**config.mk**
```make
export PLATFORM = sky130hd
export DESIGN_NAME = uart_rx_frame_parser
export DESIGN_NICKNAME = d
export VERILOG_FILES = /design/src/rtl/comm_pkg.sv /design/src/rtl/rx_payload_ram.sv /design/src/rtl/uart_rx_frame_parser.sv
export SDC_FILE = /design/constraint.sdc
export NUM_CORES = 1
export LEC_CHECK = 0
export CORE_MARGIN = 8
export CORE_UTILIZATION = 50
export DETAILED_ROUTE_END_ITERATION = 6
export GPL_ROUTABILITY_DRIVEN = 0
export PLACE_DENSITY = 0.66
export SLEW_MARGIN = 40
export SYNTH_ARGS = -nofsm -noshare
export SYNTH_HDL_FRONTEND = slang
export SYNTH_HIERARCHICAL = 1
export SYNTH_SLANG_ARGS = --single-unit
```
**constraint.sdc**
```tcl
create_clock -name clock -period 3.2 [get_ports clock]
set_input_delay 0.96 -clock clock [delete_from_list [all_inputs] [get_ports clock]]
set_output_delay 0.96 -clock clock [all_outputs]
set_load 0.02 [all_outputs]
```
**src/rtl/comm_pkg.sv**
```systemverilog
// Shared constants for the host command link: framing byte, parser state codes,
// command codes and the frame length / payload address width.
`timescale 1ns/1ps
package comm_pkg;

    localparam logic [7:0] SOF_BYTE_DEF = 8'hA5;
    localparam int         FLEN_W       = 7;

    localparam logic [2:0] ST_IDLE    = 3'd0;
    localparam logic [2:0] ST_CMD     = 3'd1;
    localparam logic [2:0] ST_LEN     = 3'd2;
    localparam logic [2:0] ST_PAYLOAD = 3'd3;
    localparam logic [2:0] ST_CHK     = 3'd4;
    localparam logic [2:0] ST_HOLD    = 3'd5;

    localparam logic [7:0] CMD_LOAD_GRID  = 8'h57;
    localparam logic [7:0] CMD_RESET_GAME = 8'h52;
    localparam logic [7:0] CMD_QUERY      = 8'h51;

endpackage

```
**src/rtl/rx_payload_ram.sv**
```systemverilog
// Payload buffer: DEPTH x 8 simple dual-port, synchronous write, registered read.
// Read latency 1 cycle; no backpressure, out-of-range reads return 0.
`timescale 1ns/1ps
module rx_payload_ram
    import comm_pkg::*;
#(
    parameter int DEPTH = 81
) (
    input  logic              clock,
    input  logic              reset,
    input  logic              wr_vld,
    input  logic [FLEN_W-1:0] wr_addr,
    input  logic [7:0]        wr_dat,
    input  logic [FLEN_W-1:0] rd_addr,
    output logic [7:0]        rd_dat
);

    logic [7:0] mem [0:DEPTH-1];

    // Storage is deliberately left out of reset; only the read register clears.
    always_ff @(posedge clock) begin
        if (wr_vld && (wr_addr < FLEN_W'(DEPTH)))
            mem[wr_addr] <= wr_dat;
    end

    always_ff @(posedge clock or negedge reset) begin
        if (!reset)
            rd_dat <= 8'h00;
        else if (rd_addr < FLEN_W'(DEPTH))
            rd_dat <= mem[rd_addr];
        else
            rd_dat <= 8'h00;
    end

endmodule

```
**src/rtl/uart_rx_frame_parser.sv**
```systemverilog
// Frame parser: SOF/CMD/LEN/payload/XOR-checksum from UART bytes; optional inter-byte timeout (UART_RX_FRAME_PARSER_TIMEOUT_EN).
// Latency: frame_valid the cycle after the checksum byte; payload read 1 cycle.
// Backpressure: none upstream; bytes arriving while a frame is held are dropped with err_overrun.
`timescale 1ns/1ps
module uart_rx_frame_parser
    import comm_pkg::*;
#(
    parameter logic [7:0] SOF_BYTE     = SOF_BYTE_DEF,
    parameter int          MAX_PAYLOAD  = 81,
    parameter int          TIMEOUT_CLKS = 21700
) (
    input  logic              clock,
    input  logic              reset,
    input  logic [7:0]        rx_data,
    input  logic              rx_ready,
    output logic              frame_valid,
    output logic [7:0]        frame_cmd,
    output logic [FLEN_W-1:0] frame_len,
    input  logic [FLEN_W-1:0] payload_rd_addr,
    output logic [7:0]        payload_rd_data,
    input  logic              frame_ack,
    output logic              err_checksum,
    output logic              err_length,
    output logic              err_overrun,
    output logic              err_timeout
);

    if (TIMEOUT_CLKS < 2 || TIMEOUT_CLKS > 32768) begin : g_bad_timeout
        $error("TIMEOUT_CLKS must fit the 15-bit inter-byte counter");
    end

    logic [2:0]        state;
    logic [7:0]        chk;
    logic [FLEN_W-1:0] idx;
    logic              to_hit;

    assign frame_valid = (state == ST_HOLD);

`ifdef UART_RX_FRAME_PARSER_TIMEOUT_EN
    localparam logic [14:0] TO_LAST = 15'(TIMEOUT_CLKS - 1);
    logic [14:0] to_cnt;
    logic        err_timeout_q;
    logic        in_frame;

    assign in_frame    = (state == ST_CMD) || (state == ST_LEN) ||
                         (state == ST_PAYLOAD) || (state == ST_CHK);
    assign to_hit      = in_frame && !rx_ready && (to_cnt == TO_LAST);
    assign err_timeout = err_timeout_q;

    always_ff @(posedge clock or negedge reset) begin
        if (!reset) begin
            to_cnt        <= '0;
            err_timeout_q <= 1'b0;
        end else begin
            err_timeout_q <= to_hit;
            if (rx_ready || !in_frame || to_hit)
                to_cnt <= '0;
            else
                to_cnt <= to_cnt + 15'd1;
        end
    end
`else
    assign to_hit      = 1'b0;
    assign err_timeout = 1'b0;
`endif

    always_ff @(posedge clock or negedge reset) begin
        if (!reset) begin
            state        <= ST_IDLE;
            chk          <= 8'h00;
            idx          <= '0;
            frame_cmd    <= 8'h00;
            frame_len    <= '0;
            err_checksum <= 1'b0;
            err_length   <= 1'b0;
            err_overrun  <= 1'b0;
        end else begin
            err_checksum <= 1'b0;
            err_length   <= 1'b0;
            err_overrun  <= 1'b0;
            if (to_hit) begin
                state <= ST_IDLE;
            end else begin
                case (state)
                    ST_IDLE: begin
                        if (rx_ready && rx_data == SOF_BYTE)
                            state <= ST_CMD;
                    end
                    ST_CMD: begin
                        if (rx_ready) begin
                            frame_cmd <= rx_data;
                            chk       <= rx_data;
                            state     <= ST_LEN;
                        end
                    end
                    ST_LEN: begin
                        if (rx_ready) begin
                            if (rx_data > 8'(MAX_PAYLOAD)) begin
                                err_length <= 1'b1;
                                state      <= ST_IDLE;
                            end else begin
                                frame_len <= rx_data[FLEN_W-1:0];
                                chk       <= chk ^ rx_data;
                                idx       <= '0;
                                state     <= (rx_data == 8'h00) ? ST_CHK : ST_PAYLOAD;
                            end
                        end
                    end
                    ST_PAYLOAD: begin
                        if (rx_ready) begin
                            chk <= chk ^ rx_data;
                            idx <= idx + 1'b1;
                            if (idx == frame_len - 1'b1)
                                state <= ST_CHK;
                        end
                    end
                    ST_CHK: begin
                        if (rx_ready) begin
                            if (rx_data == chk) begin
                                state <= ST_HOLD;
                            end else begin
                                err_checksum <= 1'b1;
                                state        <= ST_IDLE;
                            end
                        end
                    end
                    ST_HOLD: begin
                        // A byte racing the ack is still dropped and flagged.
                        if (rx_ready)
                            err_overrun <= 1'b1;
                        if (frame_ack)
                            state <= ST_IDLE;
                    end
                    default: state <= ST_IDLE;
                endcase
            end
        end
    end

    rx_payload_ram #(
        .DEPTH (MAX_PAYLOAD)
    ) u_ram (
        .clock   (clock),
        .reset   (reset),
        .wr_vld  (rx_ready && (state == ST_PAYLOAD)),
        .wr_addr (idx),
        .wr_dat  (rx_data),
        .rd_addr (payload_rd_addr),
        .rd_dat  (payload_rd_data)
    );

endmodule
```
# [Yosys cells after proc, flatten, opt, wreduce, memory -nomap -nowiden]
# Memory sizes are Yosys's and may differ from the RTL's.
# Cells that the tools add are included.
[word_totals] reg_bits=44 ram_bits=648 out_inout_bits=28 memories=1
[memory_table] name="u_ram.mem" words=81 word_bits=8 read_ports=1 rd_clocked_by_memory_dff=0 wr=1 line_no="rx_payload_ram.sv:18" source="logic [7:0] mem [0:DEPTH-1];"
[op_classes] addsub=2 order_cmp=3 n_eq_ne=16 n_mux=31 n_bitwise=2 n_reduce_logical=12
[op_table] cell="$mux 8" count=5
[op_table] cell="$mux 3" count=10
[op_table] cell="$pmux 8 s3" count=1
[op_table] cell="$mux 7" count=3
[op_table] cell="$pmux 3 s6" count=1
[op_table] cell="$lt 7x7->1 const B" count=2
[op_table] cell="$ne 2x2->1 const B" count=7
[op_table] cell="$pmux 7 s2" count=1
[op_table] cell="$mux 1" count=10
[op_table] cell="$eq 8x8->1" count=1
[op_table] cell="$eq 8x8->1 const B" count=1
[op_table] cell="$gt 8x7->1 const B" count=1
[op_table] cell="$logic_not 8->1" count=1
[op_table] cell="$xor 8x8->8" count=1
[op_table] cell="$add 7x1->7 const B" count=1
[op_table] cell="$eq 7x7->1" count=1
[op_table] cell="$reduce_and 7->1" count=1
[op_table] cell="$sub 7x1->7 const B" count=1
[op_table] cell="$eq 3x2->1 const B" count=2
[op_table] cell="$eq 3x3->1 const B" count=2
[op_table] cell="$reduce_and 5->1" count=1
[op_table] cell="$reduce_and 4->1" count=1
[op_table] cell="$eq 3x1->1 const B" count=1
[op_table] cell="$logic_and 1x1->1" count=3
[op_table] cell="7 further kinds" count=7

# [Depth between registers and ports, before layout]
# Gate-level depths: netlist of the first run.
[depth] ltp_word=5 depth_mapped=10 ltp_nobuf=8

# [By module]
# Netlist of the first run, hierarchy kept.
[modules_own_cells] module="rx_payload_ram" n_inst=1 cells_per_inst=1261 area_each_um2=25682.1 seq_area_each_um2=19658.9
[modules_own_cells] module="uart_rx_frame_parser" n_inst=1 cells_per_inst=204 area_each_um2=2023.2 seq_area_each_um2=900.9

# [Worst setup path before layout of the first run]
# OpenSTA, ideal clock, no wires.
[synth_path] path_type="input-to-reg" from="in payload_rd_addr[0]" to="reg u_ram.rd_dat[6]" setup_ns=0.138 t_arrival_ns=2.509 required_ns=3.062 slack_ns=0.553 path_stages=6 cell_sequence="buf_6 > buf_4 > mux4_2 > mux4_2 > mux2i_1 > o32ai_1"
[synth_between] elab_chain_len=2
[synth_lines] item="from (decl)" line_no="uart_rx_frame_parser.sv:19" source="input logic [FLEN_W-1:0] payload_rd_addr,"
[synth_lines] item="$mem_v2 81x8 or $lt 7x7->1 (tied branches)"
[synth_lines] item="$mux 8 *" line_no="rx_payload_ram.sv:29" source="else if (rd_addr < FLEN_W'(DEPTH))"
[synth_lines] item="to (signal assigned)" line_no="rx_payload_ram.sv:30" source="rd_dat <= mem[rd_addr];"
[synth_lines] item="to (decl)" line_no="rx_payload_ram.sv:15" source="output logic [7:0] rd_dat"
# Mark *: on every way between the ends. The rest lies on a longest branch, timed or not.
# A chain may end at the register's enable or synchronous reset.

# [Final worst setup path of the first run]
[layout_path] from="reg state[2]" to="out frame_valid"
[layout_between] elab_chain_len=1
[layout_lines] item="from (decl)" line_no="uart_rx_frame_parser.sv:32" source="logic [2:0] state;"
[layout_lines] item="from (signal assigned)" line_no="uart_rx_frame_parser.sv:105" source="state <= (rx_data == 8'h00) ? ST_CHK : ST_PAYLOAD;"
[layout_lines] item="$eq 3x3->1" line_no="uart_rx_frame_parser.sv:37" source="assign frame_valid = (state == ST_HOLD);"
[layout_lines] item="to (decl)" line_no="uart_rx_frame_parser.sv:16" source="output logic frame_valid,"
# No other way between the ends.

==> results_dict.tcl, run 1 <==
set metrics [dict create \
    status "completed" \
    worstMarginPinSlew_ns 0.8433 \
    die_y_um 251.4 \
    placed_area_um2 30200 \
    max_slew_margin_pct 43.78 \
    place_ws_ns -0.04130 \
    synth_ff_type "edfxtp_1" \
    postCtsSetupBuffers 0 \
    fin_area_um2 32400 \
    synth_top_family_by_area "multiplexers" \
    drc_errors 0 \
    nets 1719 \
    cts_hold_buf 0 \
    cts_resized 0 \
    swShare_pct 25.02 \
    vias_per_cell 5.951 \
    io_buffers 45 \
    diodes 0 \
    rsz0062_at_grt "no" \
    grt_max_degree 86 \
    p_int_uw 15780 \
    cellPowerDensity_nw_per_um2 649.4 \
    cts-root-buf "clkbuf_16" \
    path_class "register to output pin" \
    slew_violations 0 \
    cts_buffer_depth 3 \
    ir_worst_vdd_v 0.0004982 \
    wire_per_inst_um 27.19 \
    yosysWarnings 6 \
    ys_types 61 \
    synth_nets 1486 \
    async_flop_share_pct 6.358 \
    vias 14880 \
    synth-compound-area-share_pct 3.965 \
    grt_pass1_wl_um 101500 \
    start_util_pct 50.39 \
    setup_slack_ns 0.2776 \
    final.period_utilization_pct 91.33 \
    htreeDepth 3 \
    synth_edf_count 648 \
    yosysSeqAreaShare_pct 74.21 \
    core_area_um2 54990 \
    drtPass1Iterations 5 \
    overflow 0 \
    max_clock_freq_mhz 342.2 \
    path_max_fanout 8 \
    insertion_delay_ns 0.60 \
    synthAdderAreaFrac_pct 0.09032 \
    area_growth_pct 16.93 \
    p_comb_share_pct 12.7 \
    clock_sinks 692 \
    synthXorXnorAreaFrac_pct 0.5058 \
    cp-end-kind "output pin" \
    ff2ff_path_depth 8 \
    finalHoldViolCount 0 \
    leakage_uw 0.01096 \
    num-fill-cells 4063 \
    crit_arrival_ns 1.96 \
    syn_inst 1465 \
    maxCapViolCount 0 \
    grt_antenna_before_repair 1 \
    gr-usage-all-layers_pct 21.69 \
    drtIter0Drc 1351 \
    postRouteWirelength_um 67990 \
    clkPwrFrac_pct 37.2 \
    worst_setup_path_start_kind "register" \
    postRouteAntennaNets 0 \
    p_sw_uw 5263 \
    syn_avg_cell_area_um2 18.91 \
    period_needed_ns 2.922 \
    cts_tree "done" \
    cts_buffers 73 \
    crit_required_ns 2.24 \
    drive_above_1_share_pct 26.01 \
    rows 86 \
    dieWidth_um 251.4 \
    die_area_um2 63200 \
    finalPower_uw 21040 \
    synth.area.mux_share_pct 14.93 \
    synth-seq-cells 692 \
    yosys.area_share.simple_pct 4.241 \
    place_hpwl_um 42730 \
    worst_clock_skew_ns 0.01760 \
    synth_area_um2 27710 \
    grt_pass1_vias 15140 \
    min_path_type "input pin to asynchronous set/reset pin" \
    p_seq_share_pct 50.1 \
    setup_viol 0 \
    clk_pin_slew_ns 0.06 \
    io_pins 47 \
]
## cells in the final DEF (no fill, tap or decap), types with 7 or more instances in the layout
cell / count
a22oi_1: 22
nand2b_1: 10
edfxtp_1: 648
clkbuf_16: 75
a211oi_1: 11
nor2_1: 98
and3_1: 7
buf_4: 174
xnor2_1: 8
mux2i_1: 104
dfrtp_1: 44
nor3_1: 10
inv_1: 11
clkinv_2: 15
a21oi_1: 45
o21ai_0: 11
o211ai_1: 8
clkinv_1: 15
nor2b_1: 18
mux2_2: 17
nand2_1: 66
buf_12: 18
clkdlybuf4s50_1: 33
o32ai_1: 7
a31oi_1: 17
clkbuf_1: 15
nand3_1: 22
mux4_2: 129
xor2_1: 8
## logic make-up after synthesis
| kind of cell | after synthesis |
|---|---|
| xor+xnor | 16 |
| buf+inv | 88 |
| fa+ha+maj | 2 |
| compound gates | 161 |
| simple gates | 255 |
| flops | 692 |
| other cells | 1 |
| mux | 250 |
## final timing paths
path | startpoint | to | slack [ns]
setup reg to reg | state[1] | u_ram/mem[0][6] | 0.68
max in group asynchronous | reset | frame_len[0] | 2.05
setup / recovery | state[2] | frame_valid | 0.28
hold reg to reg | frame_cmd[7] | frame_cmd[7] | 0.50
hold / removal | reset | u_ram/rd_dat[2] | 0.35
min in group clock | frame_cmd[7] | frame_cmd[7] | 0.50
## critical path, stage by stage (launching register included)
cell	delay [ns]
dfrtp_1	0.51
nand2_1	0.14
nor2_1	0.11
clkdlybuf4s50_1	0.61
## cell type report
class | instances | area, um2 | area share (%)
flip-flops and latches | 692 | 20560 | 63.46
multi-input cells | 685 | 6585 | 20.33
repair buffers | 235 | 2088 | 6.446
clock buffers | 93 | 1974 | 6.095
well taps | 748 | 935.9 | 2.889
clock inverters | 37 | 211.5 | 0.6527
inverters | 11 | 41.29 | 0.1275
## state kept, by name (all words and copies together), names as in the netlist
name and count:
err_length 1, err_checksum 1, frame_len 7, u_ram/mem 648, u_ram/rd_dat 8, state 3, chk 8, frame_cmd 8
err_overrun 1, idx 7
## layer usage
layer	track usage (%)	wire, um	vias up
met5	0	0	-
met4	5.171	1397	0
met3	4.059	4907	91
met2	35.44	33230	555
met1	30.26	28460	7840
li1	-	-	6397
## power groups by stage
stage          registers (uW)  clock network, uW  logic [uW]
2_1_floorplan           10800                  0        1480
3_3_place_gp            10700                  0        2610
3_5_place_dp            10700                  0        2670
4_1_cts                 10500               7930        2680
5_1_grt                 10600               8300        2880
6_report                10600               7820        2670
## per-stage QoR
stage / std cells / utilization [%] / setup TNS [ns] / hold WS, ns
floorplan: 1465 / - / 0 / 0.4887
global placement: 2371 / 54.91 / -0.08258 / 0.4909
detailed placement: 2371 / 54.92 / -0.06282 / 0.4964
CTS: 2501 / 58.89 / 0 / 0.3345
global route: 2501 / 58.92 / 0 / 0.3543
finish: 2501 / 58.92 / 0 / 0.3541
## synth_stat cells, drive strengths merged (5+ instances only)
| master | instances | share of area (%) |
|---|---|---|
| mux2i | 104 | 3.8 |
| a22oi | 22 | 0.60 |
| o32ai | 7 | 0.22 |
| o22ai | 5 | 0.11 |
| and3 | 7 | 0.16 |
| a211oi | 11 | 0.30 |
| nor2b | 19 | 0.43 |
| dfrtp | 44 | 4.0 |
| a31oi | 17 | 0.38 |
| nand3 | 22 | 0.40 |
| nand4 | 5 | 0.11 |
| xor2 | 8 | 0.25 |
| xnor2 | 8 | 0.25 |
| nand2b | 10 | 0.23 |
| a21oi | 47 | 0.90 |
| nor3 | 10 | 0.18 |
| nor2 | 99 | 1.3 |
| o21ai | 14 | 0.27 |
| mux4 | 129 | 10 |
| buf | 52 | 1.6 |
| mux2 | 17 | 0.69 |
| clkbuf | 25 | 0.34 |
| nand2 | 66 | 0.89 |
| a221oi | 5 | 0.20 |
| nor4 | 5 | 0.11 |
| edfxtp | 648 | 70 |
| inv | 11 | 0.15 |
| o211ai | 8 | 0.22 |
Power figures use the tool's default switching activity.
==> run 2, diff against run 1 <==
--- a/config.mk
+++ b/config.mk
@@ -10,7 +10,7 @@
 export DETAILED_ROUTE_END_ITERATION = 6
 export GPL_ROUTABILITY_DRIVEN = 0
 export PLACE_DENSITY = 0.66
-export SLEW_MARGIN = 40
+export SLEW_MARGIN = 15
 export SYNTH_ARGS = -nofsm -noshare
 export SYNTH_HDL_FRONTEND = slang
 export SYNTH_HIERARCHICAL = 1
==> run 2 against run 1 <==
Clock-buffer cell count is 6 lower. Wire length is 0.31% lower. Non-clock buffer count stayed put. Via count hardly changed. Combinational power hardly changed. Critical path type unchanged. Critical endpoint unchanged. Largest power group unchanged.
==> results_dict.tcl, run 2 (same netlist as run 1, synthesis figures left out) <==
set metrics [dict create \
    vias 14880 \
    diodes 0 \
    crit_required_ns 2.24 \
    path_max_fanout 8 \
    insertion_delay_ns 0.61 \
    finalHoldViolCount 0 \
    maxCapViolCount 0 \
    cts_resized 0 \
    core_area_um2 54990 \
    cp-end-kind "output pin" \
    dieWidth_um 251.4 \
    clk_pin_slew_ns 0.06 \
    worst_setup_path_start_kind "register" \
    max_slew_margin_pct 31.64 \
    top_layer_used "met4" \
    setup_viol 0 \
    final.period_utilization_pct 91.16 \
    postCtsSetupBuffers 0 \
    overflow 0 \
    min_path_type "input pin to asynchronous set/reset pin" \
    largest_reg_flops 648 \
    path_class "register to output pin" \
    max_clock_freq_mhz 342.8 \
    setup_slack_ns 0.2830 \
    cts_buffer_depth 3 \
    clock_sinks 692 \
    worstMarginPinSlew_ns 1.025 \
    cts_buffers 73 \
    gr-usage-all-layers_pct 21.80 \
    final_common_cell "edfxtp_1" \
    period_needed_ns 2.917 \
    regMostFlops "u_ram/mem" \
    most-common-layout-cells "edfxtp_1 (648), buf_4 (179), mux4_2 (129), mux2i_1 (104), nor2_1 (98)" \
    wire_per_inst_um 27.09 \
    area_growth_pct 17.47 \
    wl_met2_um 32800 \
    tns_ns 0 \
    drive_above_1_share_pct 26.57 \
    cellPowerDensity_nw_per_um2 661.9 \
    wl_met3_um 4781 \
    cts-root-buf "clkbuf_16" \
    drc_errors 0 \
    multi_input_area_um2 6585 \
    place_ws_ns -0.08419 \
    num-fill-cells 4095 \
    finalPower_uw 21540 \
    nets 1719 \
    rsz0062_at_grt "no" \
    io_buffers 45 \
    leakage_uw 0.01104 \
    postRouteAntennaNets 0 \
    drtPass1Iterations 5 \
    grt_pass1_wl_um 101900 \
    rows 86 \
    die_y_um 251.4 \
    die_area_um2 63200 \
    fin_area_um2 32550 \
    status "completed" \
    slew_violations 0 \
    cts_hold_buf 0 \
    cts_tree "done" \
    worst_clock_skew_ns 0.02257 \
    io_pins 47 \
    grt_max_degree 86 \
    grt_pass1_vias 15260 \
    r2r_setup_slack_ns 0.74 \
    grt_antenna_before_repair 1 \
    ir_worst_vdd_v 0.0004844 \
    placed_area_um2 30190 \
    place_hpwl_um 42700 \
    seqCellArea_um2 20560 \
    htreeDepth 3 \
    drtIter0Drc 1578 \
    crit_arrival_ns 1.96 \
    met1_length_um 28470 \
    vias_per_cell 5.948 \
    postRouteWirelength_um 67780 \
    start_util_pct 50.39 \
]
-- run 2: cell types whose count changed in the layout (fill, tap and decap cells not counted), sizes merged --
cell,delta
bufinv,+6
clkbuf,-6
inv,+1
-- run 2: worst paths after layout --
check / endpoint / cells after the start / startpoint
max reg2reg: u_ram/mem[0][6] / 8 / state[2]
min in group clock: frame_cmd[7] / 1 / frame_cmd[7]
min reg2reg: frame_cmd[7] / 1 / frame_cmd[7]
max in group asynchronous: frame_len[0] / 2 / reset
min: u_ram/rd_dat[2] / 1 / reset
max: frame_valid / 3 / state[2]
-- run 2: layout make-up --
| cell class | count | area share [%] |
|---|---|---|
| Sequential cell | 692 | 63.17 |
| Multi-Input combinational cell | 685 | 20.23 |
| Timing Repair Buffer | 235 | 6.359 |
| Clock buffer | 87 | 5.967 |
| Tap cell | 748 | 2.876 |
| Clock inverter | 44 | 1.265 |
| Inverter | 11 | 0.1269 |
-- run 2: power by group --
group	switching, uW	leakage [uW]	internal (uW)
logic	1560	0.00352	1100
clock network	3420	0.00117	4910
registers	319	0.00635	10200
total	5300	0.0110	16200
-- run 2: metal layers --
layer	global-route usage [%]	vias to the layer above
li1	-	6410
met5	0	-
met3	4.389	109
met2	35.12	594
met4	6.202	0
met1	30.23	7768
-- run 2: per-stage QoR --
| step | std cells | utilization, % | hold slack (ns) |
|---|---|---|---|
| 2_1_floorplan | 1465 | - | 0.4887 |
| 4_1_cts | 2502 | 59.19 | 0.3249 |
| 3_5_place_dp | 2371 | 54.91 | 0.4969 |
| 5_1_grt | 2502 | 59.19 | 0.3449 |
| 6_report | 2502 | 59.19 | 0.3461 |
| 3_3_place_gp | 2371 | 54.91 | 0.4909 |
-- run 2: critical path: stages, from the launching register on --
cell	delay, ns
dfrtp_1	0.51
nand2_1	0.15
nor2_1	0.11
clkdlybuf4s50_1	0.61
